[config.mk]
export PLATFORM = sky130hd
export DESIGN_NAME = display_tx_scheduler
export DESIGN_NICKNAME = d
export VERILOG_FILES = /design/src/rtl/display_tx_scheduler.sv
export SDC_FILE = /design/constraint.sdc
export NUM_CORES = 1
export LEC_CHECK = 0
export CORE_UTILIZATION = 39
export CTS_CLUSTER_SIZE = 30
export DETAILED_ROUTE_END_ITERATION = 10
export GPL_TIMING_DRIVEN = 0
export PLACE_DENSITY_LB_ADDON = 0.25
export SETUP_SLACK_MARGIN = 0.2
export SLEW_MARGIN = 10
export SYNTH_ARGS = -nofsm -noshare
export SYNTH_HDL_FRONTEND = slang
export SYNTH_SLANG_ARGS = --single-unit
[constraint.sdc]
create_clock -name sys_clock -period 3.45 [get_ports sys_clock]
set_clock_uncertainty 0.15 [all_clocks]
set_input_delay 0.8625 -clock sys_clock [delete_from_list [all_inputs] [get_ports sys_clock]]
set_output_delay 0.8625 -clock sys_clock [all_outputs]
set_load 0.01 [all_outputs]
[src/rtl/display_tx_scheduler.sv]
// Character scheduler for the text display: buffers CPU/aux characters in a shared FIFO,
// arbitrates the two sources round-robin and sequences writes and clear-screen against the display.
module display_tx_scheduler #(
  parameter int FIFO_DEPTH  = 16,
  parameter int CLR_FRAMES  = 1,
  parameter int ACK_TIMEOUT = 255
) (
  input  logic       sys_clock,
  input  logic       reset,
  input  logic       cpu_clken,
  input  logic       pixel_clken,
  input  logic       cpu_req,
  input  logic [7:0] cpu_data,
  output logic       cpu_busy,
  input  logic       aux_req,
  input  logic [7:0] aux_data,
  output logic       aux_ack,
  input  logic       clr_req,
  input  logic       vga_v_sync,
  input  logic       disp_ready,
  output logic       disp_address,
  output logic       disp_w_en,
  output logic [7:0] disp_din,
  output logic       disp_clr_screen
);

  localparam int AW = $clog2(FIFO_DEPTH);
  localparam int FW = $clog2(CLR_FRAMES + 1);

  typedef enum logic [1:0] {IDLE, ISSUE, WAIT_RDY, CLEAR} state_t;

  state_t        state_q, state_d;
  logic [AW:0]   wr_ptr_q, wr_ptr_d, rd_ptr_q, rd_ptr_d;
  logic [7:0]    mem_q [FIFO_DEPTH];
  logic          hold_vld_q, hold_vld_d;
  logic [7:0]    hold_data_q, hold_data_d;
  logic          rr_aux_q, rr_aux_d;
  logic [7:0]    to_cnt_q, to_cnt_d;
  logic [FW-1:0] frm_cnt_q, frm_cnt_d;
  logic          vs_q, vs_d;
  logic [7:0]    disp_din_q, disp_din_d;

  logic       full, empty, ack, vs_fall, frames_done, timed_out;
  logic       pop, flush, can_push, cpu_pend, grant_cpu, grant_aux, push;
  logic [7:0] push_data;

  assign empty       = (wr_ptr_q == rd_ptr_q);
  assign full        = (wr_ptr_q[AW] != rd_ptr_q[AW]) &&
                       (wr_ptr_q[AW-1:0] == rd_ptr_q[AW-1:0]);
  assign ack         = pixel_clken & cpu_clken & ~disp_ready;
  assign vs_fall     = vs_q & ~vga_v_sync;
  assign frames_done = vs_fall && (frm_cnt_q == FW'(CLR_FRAMES - 1));
  assign timed_out   = (to_cnt_q == 8'(ACK_TIMEOUT - 1));

  // State register
  always_ff @(posedge sys_clock or posedge reset) begin
    if (reset) state_q <= IDLE;
    else       state_q <= state_d;
  end

  // Next-state logic; a clear request overrides everything, including a write in flight
  always_comb begin
    state_d = state_q;
    if (clr_req) begin
      state_d = CLEAR;
    end else begin
      case (state_q)
        IDLE:     if (!empty && pixel_clken && disp_ready) state_d = ISSUE;
        ISSUE:    if (ack) state_d = WAIT_RDY;
                  else if (timed_out) state_d = IDLE;
        WAIT_RDY: if (pixel_clken && disp_ready) state_d = IDLE;
        CLEAR:    if (frames_done) state_d = IDLE;
        default:  state_d = IDLE;
      endcase
    end
  end

  // Moore outputs
  always_comb begin
    disp_address    = 1'b1;
    disp_w_en       = 1'b0;
    disp_clr_screen = 1'b0;
    case (state_q)
      ISSUE:   begin disp_address = 1'b0; disp_w_en = 1'b1; end
      CLEAR:   disp_clr_screen = 1'b1;
      default: ;
    endcase
  end

  assign pop   = (state_q == IDLE) && (state_d == ISSUE);
  assign flush = (state_q == CLEAR) && (state_d == IDLE);

  // Push arbitration: a held CPU strobe counts as a pending CPU request.
  // The round-robin pointer only moves when both sources actually contend.
  always_comb begin
    cpu_pend  = hold_vld_q | cpu_req;
    can_push  = ~full | pop;
    grant_cpu = can_push & cpu_pend & (~aux_req | ~rr_aux_q);
    grant_aux = can_push & aux_req & (~cpu_pend | rr_aux_q);
    push      = grant_cpu | grant_aux;
    push_data = grant_aux ? aux_data : (hold_vld_q ? hold_data_q : cpu_data);
    rr_aux_d  = (cpu_pend & aux_req & can_push) ? ~rr_aux_q : rr_aux_q;
  end

  // Hold register: catches a CPU strobe that lost arbitration or met a full FIFO
  always_comb begin
    hold_vld_d  = hold_vld_q;
    hold_data_d = hold_data_q;
    if (hold_vld_q) begin
      if (grant_cpu) begin
        hold_vld_d  = cpu_req;
        hold_data_d = cpu_data;
      end
    end else if (cpu_req && !grant_cpu) begin
      hold_vld_d  = 1'b1;
      hold_data_d = cpu_data;
    end
    if (flush) hold_vld_d = 1'b0;
  end

  always_comb begin
    wr_ptr_d   = flush ? '0 : (push ? wr_ptr_q + (AW+1)'(1) : wr_ptr_q);
    rd_ptr_d   = flush ? '0 : (pop  ? rd_ptr_q + (AW+1)'(1) : rd_ptr_q);
    disp_din_d = pop ? mem_q[rd_ptr_q[AW-1:0]] : disp_din_q;
    to_cnt_d   = ((state_q == ISSUE) && (state_d == ISSUE)) ? to_cnt_q + 8'd1 : 8'd0;
    vs_d       = vga_v_sync;
    frm_cnt_d  = frm_cnt_q;
    if (clr_req || state_q != CLEAR) frm_cnt_d = '0;
    else if (vs_fall)                frm_cnt_d = frm_cnt_q + FW'(1);
  end

  always_ff @(posedge sys_clock or posedge reset) begin
    if (reset) begin
      wr_ptr_q   <= '0;
      rd_ptr_q   <= '0;
      hold_vld_q <= 1'b0;
      rr_aux_q   <= 1'b0;
      to_cnt_q   <= 8'd0;
      frm_cnt_q  <= '0;
      vs_q       <= 1'b1;
      disp_din_q <= 8'd0;
    end else begin
      wr_ptr_q   <= wr_ptr_d;
      rd_ptr_q   <= rd_ptr_d;
      hold_vld_q <= hold_vld_d;
      rr_aux_q   <= rr_aux_d;
      to_cnt_q   <= to_cnt_d;
      frm_cnt_q  <= frm_cnt_d;
      vs_q       <= vs_d;
      disp_din_q <= disp_din_d;
    end
  end

  // Character storage carries no reset; pointers define validity
  always_ff @(posedge sys_clock) begin
    hold_data_q <= hold_data_d;
    if (push) mem_q[wr_ptr_q[AW-1:0]] <= push_data;
  end

  assign disp_din = disp_din_q;
  assign aux_ack  = grant_aux & ~reset;
  assign cpu_busy = full | hold_vld_q | (state_q == CLEAR);

endmodule
==> results.md <==
- DRC: 0
- Congestion Overflow GR: 0
- 1st-iter DRT viols: 367
- Die ar.: 18,700 µm²
- Register area share after synthesis: 0.690
- HP Start: to_cnt_q[0]
- Area after DPL: 7780 µm²
- Syn Inst Count: 410
- Initial antenna violation count: 0
- DR pass1 iterations: 4
- Leak: 2.92 nW
- CTS buffer count: 17
- Data required, critical path: 2.44 ns
- Total core area: 17,500 µm²
- Die Y: 137 µm
- Power Dens Cells: 794 nW/µm²
- Synth Flop Type: edfxtp_1
- CP startpoint: vga_v_sync
- Clock Pin Slew Worst Setup and Hold Paths: 0.06 ns
- Final Hold Fails: 0
- Slew Viols, Final: 0
- WHS: 0.320 ns
- Layout net count: 512
- Finished Cell Area: 8550 µm²
- Period utilization: 0.919
- Met3 WL: 758 µm
- Synthesis-to-finish area growth: 20.9%
- Number of global-route vias before repair: 3,835
- Final antenna-violating net count: 0
- Crit Path Category: input port to output pin
- Post-synth EDFFs: 136
- Hold Path Class: flop to flop
- Max Clk Rate: 0.316 GHz
- Met1 wire length: 6160 µm
- Vias per cell: 5.32
- Setup tns final: 0 ns
- Most frequent cells in the layout: 136 x edfxtp_1, 40 x mux4_2, 37 x nand2_1, 31 x clkdlybuf4s50_1, 29 x dfrtp_1
- Post-Syn Area per Cell: 17.3 µm²
- Clock buffer depth: 2
- Initial core utilization: 0.404
- Port Buffers: 37
- Max Used Layer: met4
- RSZ-0062 raised after global routing: yes
- Worst-Margin Slew: 0.970 ns
- Worst skew pair latency: 0.43 ns
- WP data arrival: 2.16 ns
- Yosys warns: 0
- CTS Root Buffer Type: clkbuf_16
- Total track usage: 0.172
- Global-route wire length before repair: 22,300 µm
- DR vias: 3,822
- R2r startpoint: state_q[1]
- CTS tree: done
- Max-Cap Viols: 0
- Share of synthesized registers carrying an async set or reset: 0.190
- Leading cell type in the layout, fill and taps excluded: edfxtp_1
- Layout cells sized above 1: 0.276
- Endpoint class of the critical path: output pin
- Routability congestion estimate: 0.753
- #FFs+latches synth: 168
- Crit path launch type: input port
- Met2 wire len: 7300 µm
- Synth Cell Area: 7080 µm²
- Number of cell rows: 48
- Synth unique cells: 44
- Die width: 137 µm
- Wire length per cell: 20.1 µm
- WL final: 14,400 µm
- Maximum vdd drop: 0.416 mV
- Slew headroom: 0.351
- Clock sinks: 168
- Maximum fanout along the worst path: 4
- Largest net degree at the start of global routing: 33
- I/O pins: 38
- H-tree depth: 4
- Power Total: 6.79 mW
- Diodes inserted: 0
- Period minus WS final: 3.17 ns
- Synthesized Nets: 442
- # hold bufs at CTS: 0
- Final HPWL DP: 9700 µm
- Run status: finished, final reports clean
- Setup violations, final: 0
==> logic make-up after synthesis <==
family | share of synthesized area
mux | 0.163
flops | 0.690
compound gates | 0.0339
xor+xnor | 0.0161
fa+ha+maj | 0.0124
buf+inv | 0.0187
simple gates | 0.0656
==> where the power goes <==
| part | switching (mW) | total (mW) | internal [mW] |
|---|---|---|---|
| logic | 1.03 | 1.89 | 0.861 |
| registers | 0.160 | 2.95 | 2.79 |
| clock network | 0.754 | 1.96 | 1.20 |
==> worst max-delay path: stages <==
cell	delay, ns
clkdlybuf4s15_1	0.22
nor3b_2	0.24
o221ai_2	0.13
o31a_1	0.34
o221ai_4	0.18
nor2_1	0.06
buf_2	0.13
==> registers in the layout, summed over array words and instances, names as in the netlist <==
register,cells
rr_aux_q,1
frm_cnt_q,1
state_q,2
disp_din,8
to_cnt_q,8
hold_vld_q,1
mem_q,128
wr_ptr_q,5
rd_ptr_q,5
vs_q,1
hold_data_q,8
==> routing by layer <==
metal  GRT usage  vias up
met4      0.0685        0
met1       0.229     1970
met3      0.0378       16
met2       0.274       84
met5           0        -
li1            -     1752
==> cells in the mapped netlist, types with 2 or more instances <==
cell type,instances,share of area
clkbuf_1,10,0.0053
o221ai_1,2,0.0025
xnor2_1,11,0.014
inv_1,9,0.0048
buf_4,4,0.0042
o31ai_1,2,0.0021
mux2_2,17,0.027
nand2_1,37,0.020
nor2b_1,2,0.0018
nor3_1,6,0.0042
o2111ai_1,2,0.0025
nand2b_1,5,0.0044
a21oi_1,5,0.0035
mux4_2,40,0.13
or3_1,5,0.0044
edfxtp_1,136,0.58
mux2i_1,6,0.0085
xor2_1,2,0.0025
nand4_1,3,0.0027
o211ai_1,6,0.0064
nor2_1,26,0.014
o21ai_0,4,0.0028
ha_1,7,0.012
nand3_1,10,0.0071
buf_2,4,0.0028
dfrtp_1,31,0.11
==> through the flow <==
stage	worst slack, ns	instances	utilization
after floorplan	0.471	410	-
after global placement	-1.00	672	0.441
after detailed placement	-0.643	676	0.444
after CTS	0.203	713	0.483
after global routing	0.167	718	0.488
final	0.281	718	0.488
==> final cells by class <==
cell class              instances  area (µm²)
plain buffers                  19         111
flip-flops and latches        168        4890
clock inverters                14         179
multi-input cells             214        2170
inverters                       9        33.8
well taps                     225         282
fillers                      1472        8980
repair buffers                 51         458
clock buffers                  18         429
==> worst paths after layout <==
kind	end	slack [ns]	cells past startpoint
worst max register to register	mem_q[4][6]	0.40	6
worst max-delay path	aux_ack	0.28	7
max in group asynchronous	rd_ptr_q[2]	1.92	2
worst min register to register	to_cnt_q[0]	0.32	1
min in group asynchronous	hold_vld_q	0.74	2
worst min-delay path	to_cnt_q[0]	0.32	1
==> timing repair <==
item | CTS | global route
resized for setup | 19 | 17
setup endpoints to repair | 97 | 50
pin swaps | 6 | 8
setup buffers | 5 | 5
No activity file was read; power rests on OpenSTA's default activity.
